===== src/rtl/cmac_acc_pkg.sv =====
// cmac_acc_pkg
// Shared definitions for the CMAC product accumulator slice.
//   ACC_W_DEFAULT / OUT_W_DEFAULT / CNT_W_DEFAULT : default widths of the
//       internal accumulator, the emitted sum and the beat counter.
//   PROD_NEG_ZERO : the multiplier's signed-zero encoding, which must be
//       accumulated as 0.
//   acc_state_e   : stage-2 state (no partial sum / partial sum held).
package cmac_acc_pkg;

    localparam int ACC_W_DEFAULT = 48;
    localparam int OUT_W_DEFAULT = 32;
    localparam int CNT_W_DEFAULT = 16;

    localparam logic [31:0] PROD_NEG_ZERO = 32'h8000_0000;

    typedef enum logic {
        ACC_IDLE = 1'b0,
        ACC_RUN  = 1'b1
    } acc_state_e;

endpackage


===== src/rtl/cmac_prod_accum_if.sv =====
// cmac_prod_accum_if
// Groups the product-input and sum-output handshakes of the accumulator.
//   in_valid/in_ready/in_prod/in_last : product beats from the multiplier
//   clr                               : synchronous abort of the partial group
//   out_valid/out_ready               : result handshake to the consumer
//   out_sum/out_sat/out_count         : saturated sum, clamp flag, beat count
// Modports:
//   master : the side that produces beats and consumes results
//   slave  : the accumulator itself
interface cmac_prod_accum_if
    import cmac_acc_pkg::*;
#(
    parameter int OUT_W = OUT_W_DEFAULT,
    parameter int CNT_W = CNT_W_DEFAULT
);

    logic             in_valid;
    logic             in_ready;
    logic [31:0]      in_prod;
    logic             in_last;
    logic             clr;
    logic             out_valid;
    logic             out_ready;
    logic [OUT_W-1:0] out_sum;
    logic             out_sat;
    logic [CNT_W-1:0] out_count;

    modport master (
        output in_valid, in_prod, in_last, clr, out_ready,
        input  in_ready, out_valid, out_sum, out_sat, out_count
    );

    modport slave (
        input  in_valid, in_prod, in_last, clr, out_ready,
        output in_ready, out_valid, out_sum, out_sat, out_count
    );

endinterface


===== src/rtl/cmac_acc_sat.sv =====
// cmac_acc_sat
// Combinational clamp of a two's-complement ACC_W-bit value into OUT_W bits.
//   sum_in  : ACC_W-bit signed value
//   sum_out : OUT_W-bit value, clamped to the representable range
//   sat     : high when sum_out differs from sum_in (clamping happened)
module cmac_acc_sat
    import cmac_acc_pkg::*;
#(
    parameter int ACC_W = ACC_W_DEFAULT,
    parameter int OUT_W = OUT_W_DEFAULT
) (
    input  logic [ACC_W-1:0] sum_in,
    output logic [OUT_W-1:0] sum_out,
    output logic             sat
);

    // The value fits in OUT_W bits exactly when every bit from the OUT_W
    // sign position upwards is a copy of the sign.
    logic [ACC_W-OUT_W:0] upper;

    assign upper = sum_in[ACC_W-1:OUT_W-1];
    assign sat   = !((&upper) || (~|upper));

    // Out of range: pick the extreme on the side of the true sign.
    always_comb begin
        sum_out = sum_in[OUT_W-1:0];
        if (sat) begin
            sum_out = sum_in[ACC_W-1] ? {1'b1, {(OUT_W-1){1'b0}}}
                                      : {1'b0, {(OUT_W-1){1'b1}}};
        end
    end

endmodule


===== src/rtl/cmac_prod_accum.sv =====
// cmac_prod_accum
// Accumulates signed 32-bit multiplier products into per-group sums and
// emits one saturated OUT_W-bit sum plus beat count per group.
//   nvdla_core_clk : core clock, rising edge
//   nvdla_core_rst : asynchronous active-high reset
//   bus            : cmac_prod_accum_if slave (beat input, clr, result output)
// Pipeline: stage 1 registers the sign-extended beat, stage 2 adds it to the
// running sum and, on the last beat, loads the result register.
module cmac_prod_accum
    import cmac_acc_pkg::*;
#(
    parameter int ACC_W = ACC_W_DEFAULT,
    parameter int OUT_W = OUT_W_DEFAULT,
    parameter int CNT_W = CNT_W_DEFAULT
) (
    input  logic              nvdla_core_clk,
    input  logic              nvdla_core_rst,
    cmac_prod_accum_if.slave  bus
);

    logic             v_s1;
    logic             last_s1;
    logic [ACC_W-1:0] prod_s1;
    logic [ACC_W-1:0] prod_ext;

    acc_state_e       state;
    acc_state_e       state_nxt;
    logic [ACC_W-1:0] acc;
    logic [ACC_W-1:0] acc_nxt;
    logic [CNT_W-1:0] cnt;
    logic [CNT_W-1:0] cnt_nxt;

    logic [ACC_W-1:0] base;
    logic [ACC_W-1:0] sum;
    logic [CNT_W-1:0] cnt_fin;
    logic [OUT_W-1:0] sat_val;
    logic             sat_flag;

    logic             stall;
    logic             take_s1;
    logic             load_res;

    logic             out_valid_q;
    logic [OUT_W-1:0] out_sum_q;
    logic             out_sat_q;
    logic [CNT_W-1:0] out_count_q;

    // A last beat cannot leave stage 1 while the result register is still
    // occupied and not being drained this cycle.
    assign stall   = v_s1 && last_s1 && out_valid_q && !bus.out_ready;
    assign take_s1 = v_s1 && !stall && !bus.clr;

    assign bus.in_ready  = !stall && !bus.clr;
    assign bus.out_valid = out_valid_q;
    assign bus.out_sum   = out_sum_q;
    assign bus.out_sat   = out_sat_q;
    assign bus.out_count = out_count_q;

    // The signed-zero code would otherwise contribute -2^31.
    assign prod_ext = (bus.in_prod == PROD_NEG_ZERO)
                    ? '0
                    : {{(ACC_W-32){bus.in_prod[31]}}, bus.in_prod};

    // A new group starts from zero regardless of stale acc contents.
    assign base    = (state == ACC_IDLE) ? '0 : acc;
    assign sum     = base + prod_s1;
    assign cnt_fin = (state == ACC_IDLE) ? CNT_W'(1)
                   : ((&cnt) ? cnt : cnt + CNT_W'(1));

    cmac_acc_sat #(
        .ACC_W (ACC_W),
        .OUT_W (OUT_W)
    ) u_sat (
        .sum_in  (sum),
        .sum_out (sat_val),
        .sat     (sat_flag)
    );

    // Stage 1: capture an accepted beat; hold it during a stall; clr drops it.
    always_ff @(posedge nvdla_core_clk or posedge nvdla_core_rst) begin
        if (nvdla_core_rst) begin
            v_s1    <= 1'b0;
            last_s1 <= 1'b0;
            prod_s1 <= '0;
        end else if (bus.clr) begin
            v_s1    <= 1'b0;
        end else if (!stall) begin
            v_s1 <= bus.in_valid;
            if (bus.in_valid) begin
                last_s1 <= bus.in_last;
                prod_s1 <= prod_ext;
            end
        end
    end

    // Stage 2 state register: running sum, beat count and group state.
    always_ff @(posedge nvdla_core_clk or posedge nvdla_core_rst) begin
        if (nvdla_core_rst) begin
            state <= ACC_IDLE;
            acc   <= '0;
            cnt   <= '0;
        end else begin
            state <= state_nxt;
            acc   <= acc_nxt;
            cnt   <= cnt_nxt;
        end
    end

    // Stage 2 next state: clr aborts the group; a non-last beat extends it;
    // a last beat closes it and hands the total to the result register.
    always_comb begin
        state_nxt = state;
        acc_nxt   = acc;
        cnt_nxt   = cnt;
        load_res  = 1'b0;
        if (bus.clr) begin
            state_nxt = ACC_IDLE;
            acc_nxt   = '0;
            cnt_nxt   = '0;
        end else if (take_s1) begin
            if (last_s1) begin
                load_res  = 1'b1;
                state_nxt = ACC_IDLE;
                acc_nxt   = '0;
                cnt_nxt   = '0;
            end else begin
                state_nxt = ACC_RUN;
                acc_nxt   = sum;
                cnt_nxt   = cnt_fin;
            end
        end
    end

    // Result register: a fresh load wins over consumption in the same cycle,
    // which gives back-to-back results without a bubble.
    always_ff @(posedge nvdla_core_clk or posedge nvdla_core_rst) begin
        if (nvdla_core_rst) begin
            out_valid_q <= 1'b0;
            out_sum_q   <= '0;
            out_sat_q   <= 1'b0;
            out_count_q <= '0;
        end else if (load_res) begin
            out_valid_q <= 1'b1;
            out_sum_q   <= sat_val;
            out_sat_q   <= sat_flag;
            out_count_q <= cnt_fin;
        end else if (out_valid_q && bus.out_ready) begin
            out_valid_q <= 1'b0;
        end
    end

endmodule


===== src/flat_wrapper.sv =====
// flat-port wrapper written by rule: the top's interface ports become plain ports
module cmac_prod_accum_flat import cmac_acc_pkg::*;
#(
    parameter int ACC_W = ACC_W_DEFAULT,
    parameter int OUT_W = OUT_W_DEFAULT,
    parameter int CNT_W = CNT_W_DEFAULT
)
  (nvdla_core_clk, nvdla_core_rst, bus_in_valid, bus_in_prod, bus_in_last, bus_clr, bus_out_ready, bus_in_ready, bus_out_valid, bus_out_sum, bus_out_sat, bus_out_count);
  cmac_prod_accum_if #(.OUT_W(OUT_W), .CNT_W(CNT_W)) bus_i ();
  input  logic nvdla_core_clk;
  input  logic nvdla_core_rst;
  input wire logic [$bits(bus_i.in_valid)-1:0] bus_in_valid;
  input wire logic [$bits(bus_i.in_prod)-1:0] bus_in_prod;
  input wire logic [$bits(bus_i.in_last)-1:0] bus_in_last;
  input wire logic [$bits(bus_i.clr)-1:0] bus_clr;
  input wire logic [$bits(bus_i.out_ready)-1:0] bus_out_ready;
  output wire logic [$bits(bus_i.in_ready)-1:0] bus_in_ready;
  output wire logic [$bits(bus_i.out_valid)-1:0] bus_out_valid;
  output wire logic [$bits(bus_i.out_sum)-1:0] bus_out_sum;
  output wire logic [$bits(bus_i.out_sat)-1:0] bus_out_sat;
  output wire logic [$bits(bus_i.out_count)-1:0] bus_out_count;
  assign bus_i.in_valid = bus_in_valid;
  assign bus_i.in_prod = bus_in_prod;
  assign bus_i.in_last = bus_in_last;
  assign bus_i.clr = bus_clr;
  assign bus_i.out_ready = bus_out_ready;
  assign bus_in_ready = bus_i.in_ready;
  assign bus_out_valid = bus_i.out_valid;
  assign bus_out_sum = bus_i.out_sum;
  assign bus_out_sat = bus_i.out_sat;
  assign bus_out_count = bus_i.out_count;
  cmac_prod_accum #(.ACC_W(ACC_W), .OUT_W(OUT_W), .CNT_W(CNT_W)) u_core (.nvdla_core_clk(nvdla_core_clk), .nvdla_core_rst(nvdla_core_rst), .bus(bus_i));
endmodule

===== config.mk =====
export PLATFORM = sky130hd
export DESIGN_NAME = cmac_prod_accum_flat
export DESIGN_NICKNAME = d
export VERILOG_FILES = /design/src/rtl/cmac_acc_pkg.sv /design/src/rtl/cmac_prod_accum_if.sv /design/src/rtl/cmac_acc_sat.sv /design/src/rtl/cmac_prod_accum.sv /design/src/flat_wrapper.sv
export SDC_FILE = /design/constraint.sdc
export NUM_CORES = 1
export LEC_CHECK = 0
export ABC_AREA = 0
export CORE_MARGIN = 2
export CORE_UTILIZATION = 55
export CTS_CLUSTER_SIZE = 16
export DETAILED_ROUTE_END_ITERATION = 8
export HOLD_SLACK_MARGIN = 0.1
export PLACE_DENSITY = 0.77
export RECOVER_POWER = 50
export SLEW_MARGIN = 10
export SYNTH_ARGS = -nofsm -noshare
export SYNTH_HDL_FRONTEND = slang
export SYNTH_SLANG_ARGS = --single-unit

===== constraint.sdc =====
create_clock -name nvdla_core_clk -period 6.3 [get_ports nvdla_core_clk]
set_input_delay 1.89 -clock nvdla_core_clk [delete_from_list [all_inputs] [get_ports nvdla_core_clk]]
set_output_delay 1.89 -clock nvdla_core_clk [all_outputs]
set_load 0.03 [all_outputs]

==> results of run 1 <==
==> layer usage <==
layer  part of all wire (%)  wire [um]
met1                     43      12300
met2                     47      13500
met3                    6.3       1820
met4                    3.7       1052
met5                      0          0
==> critical path: cells and delay by family <==
| family | cells | cell delay, ps |
|---|---|---|
| compound gates | 1 | 340 |
| buf+inv | 2 | 1260 |
| simple gates | 1 | 70 |
==> metrics by stage <==
| step | instances | cell area [um^2] |
|---|---|---|
| after floorplan | 1093 | 9719 |
| after global placement | 1342 | 10670 |
| after detailed placement | 1342 | 10670 |
| after CTS | 1374 | 11270 |
| after global routing | 1374 | 11250 |
| final | 1374 | 11250 |
==> cell usage in the layout, fill, tap and decap left out, drive strengths merged, types with 21 or more instances in the layout <==
cell           count
dfrtp            149
nand2            127
nor2              80
o21ai             80
clkdlybuf4s50     74
a21oi             71
and2              64
ha                48
a22o              40
mux2              34
nand4             31
xnor2             30
nand3             23
a22oi             21
clkbuf            21
==> power breakdown <==
group | internal, mW | switching [mW] | total (mW) | leakage (nW)
registers | 1.08 | 0.0975 | 1.18 | 1.93
clock network | 0.606 | 0.451 | 1.06 | 0.300
logic | 0.349 | 0.537 | 0.886 | 2.67
total | 2.04 | 1.09 | 3.12 | 4.89
==> registers in the layout, summed over array words and instances (netlist names) <==
signal and count:
u_core.bus.out_sat 1, u_core.bus.out_count 16, u_core.acc 48, u_core.bus.out_valid 1
u_core.cnt 16, u_core.bus.out_sum 32, u_core.prod_s1 32, u_core.v_s1 1
u_core.last_s1 1, u_core.state 1
==> final cells by class <==
class                   count  area, um^2  share of cell area (%)
well taps                 225       281.5                   2.503
repair buffers            100       959.7                   8.532
multi-input cells         857        5630                   50.06
flip-flops and latches    149        3729                   33.15
clock buffers              18       439.2                   3.904
inverters                  11       46.29                  0.4116
clock inverters            14       162.7                   1.446
==> worst max-delay path by stage <==
| stage | depth (start not counted) | start | endpoint |
|---|---|---|---|
| final | 4 | bus_out_ready | bus_in_ready |
| after global routing | 4 | bus_out_ready | bus_in_ready |
| after CTS | 4 | bus_out_ready | bus_in_ready |
| after detailed placement | 4 | bus_out_ready | bus_in_ready |
| after global placement | 4 | bus_out_ready | bus_in_ready |
| after floorplan | 1 | nvdla_core_rst | u_core.acc[0] |
==> kinds of logic (layout without fill, tap and decap cells) <==
group | after synthesis | count (layout)
buffers and inverters | 87 | 143
xor gates and xnor gates | 50 | 50
adders and majority gates | 49 | 49
DFF | 149 | 149
muxes | 39 | 39
and+or+nand+nor | 407 | 407
AOI/OAI and AO/OA | 312 | 312
==> metrics.md, run 1 <==
| Metric | Value |
|---|---|
| R2r setup slk | 1230 ps |
| Least-Margin Pin Slew | 2182 ps |
| Die Area | 0.01875 mm^2 |
| Drt via density | 6.416 |
| Largest family of logic cells by synthesized area | compound AO/OA/AOI/OAI gates |
| Clock Tree Buf Depth | 2 |
| Initial Utilization | 56.19% |
| CP Max Fanout | 4 |
| Number of antenna violations at the first check in global routing | 0 |
| Lkg Pwr | 4.894 nW |
| Post-Synth XOR/XNOR Area | 4.506% |
| Outcome | finished, violations left |
| First-pass GRT wire length | 45,090 um |
| Yosys warnings | 0 |
| M1 GR Usage | 41.39% |
| GRT overflow | 0 |
| Failing checks | capacitance limit, slew limit |
| RSZ-0062 raised after global routing | false |
| Synth Area in Compound Gates | 21.74% |
| Adder-cell share of the synthesized area | 6.385% |
| CTS tree | yes |
| Register area share after synthesis | 38.36% |
| CP Capture Type | primary output |
| Data required, critical path | 4410 ps |
| Core Util, Final | 65.03% |
| Largest area contributor in the netlist | dfrtp_1 |
| FP Rows | 48 |
| Reg2reg path depth | 13 |
| Hold Vio Cnt, Final | 0 |
| Simple-gate share of the synthesized area | 20.75% |
| Grt met2 use | 50.64% |
| Largest cells by area after synthesis | dfrtp_1, ha_1, nand2_1, and2_1, mux2_2 |
| Cell variety after synth | 71 |
| CTS-repair resized insts | 0 |
| Hold Crit Class | reg2reg |
| Hold Buf Count CTS | 0 |
| Hold slack final | 467.4 ps |
| Post-route minimum period | 5455 ps |
| Slowest CP cell | clkdlybuf4s50_1 |
| Worst Hold End | u_core.bus.out_count[12] |
| Area grow syn2layout | 15.73% |
| Register bit total from synthesis | 149 |
| Syn avg cell area | 8.892 um^2 |
| Max_slew headroom | -45.46% |
| Total track usage | 31.43% |
| Period utilization | 86.59% |
| Share of cells above drive strength 1 | 8.268% |
| Synthesized area | 0.009719 mm^2 |
| Ant. Diodes | 0 |
| CTS sink cnt | 149 |
| Setup CP Type | in2out |
| Final #Nets | 1,223 |
| Largest net degree at the start of global routing | 97 |
| Clk_skew | 15.40 ps |
| DRC Markers | 0 |
| I/O pin count | 89 |
| Max incr delay on CP | 740 ps |
| Power density over the cells | 277.6 mW/mm^2 |
| Max-Cap Viols | 2 |
| Min-Delay Startpoint | u_core.bus.out_count[12] |
| Post-synth top area share | 38.36% |
| Pre-CTS WS | 908.9 ps |
| Routed wire length | 28,670 um |
| Worst setup SP type | input pin |
| Cell count after synthesis | 1,093 |
| FFs w/ async S/R, synth | 100.0% |
| DRT iter0 DRCs | 775 |
| R2R Path Start | u_core.state |
| Root Buffer Master | clkbuf_16 |
| Drt pass-1 iters | 5 |
| Final setup fails | 0 |
| GRT busiest layer | met2 |
| Die Ht | 136.9 um |
| TNS Setup | 0 ps |
| Post-synth EDFFs | 0 |
| Routed via count | 8,816 |
| Fillers | 1,463 |
| Number of global-route vias before repair | 8,478 |
| Total power | 3.123 mW |
| Postcts setup bufs | 0 |
| Detail Route Antenna Nets | 0 |
| PnR worst setup slack | 845.0 ps |
| Core area | 0.01730 mm^2 |
| Top cells by count, synth | dfrtp_1, nand2_1, nor2_1 |
| CTS Buf Count | 17 |
| Worst VDD drop | 0.0002277 V |
| R2r endpoint | u_core.bus.out_sum[21] |
| H-tree levels | 4 |
| Gpl congestion | 0.9794 |
| Top FF cell, synth | dfrtp_1 |
| I/O Buffers | 88 |
| Pins over their slew limit | 55 |
| GR met3 Demand/Resource | 5.815% |
| Drt wl/cell | 20.87 um |
| Fmax | 183.3 MHz |
| Worst skew pair latency | 440 ps |
| Cells along the critical path | dlygate4sd3_1 > nor2b_1 > a31oi_1 > clkdlybuf4s50_1 |
| CTS clk-pin slew, worst paths | 60 ps |
| Arrival time worst endpoint | 3570 ps |
| Dpl hpwl | 20,670 um |
| WHS Path Cells | 2 |
| Die X | 136.9 um |
| Mux cell area share after synthesis | 4.454% |
| Syn_nets | 1,180 |
| Most frequent cell after synthesis | dfrtp_1 |
No activity file was read; power rests on OpenSTA's default activity.
==> inputs of run 2 (changes only) <==
- CTS_CLUSTER_SIZE: 16 -> 8
==> results of run 2 <==
The final DEF is identical to that of run 1; final timing and power are the same.
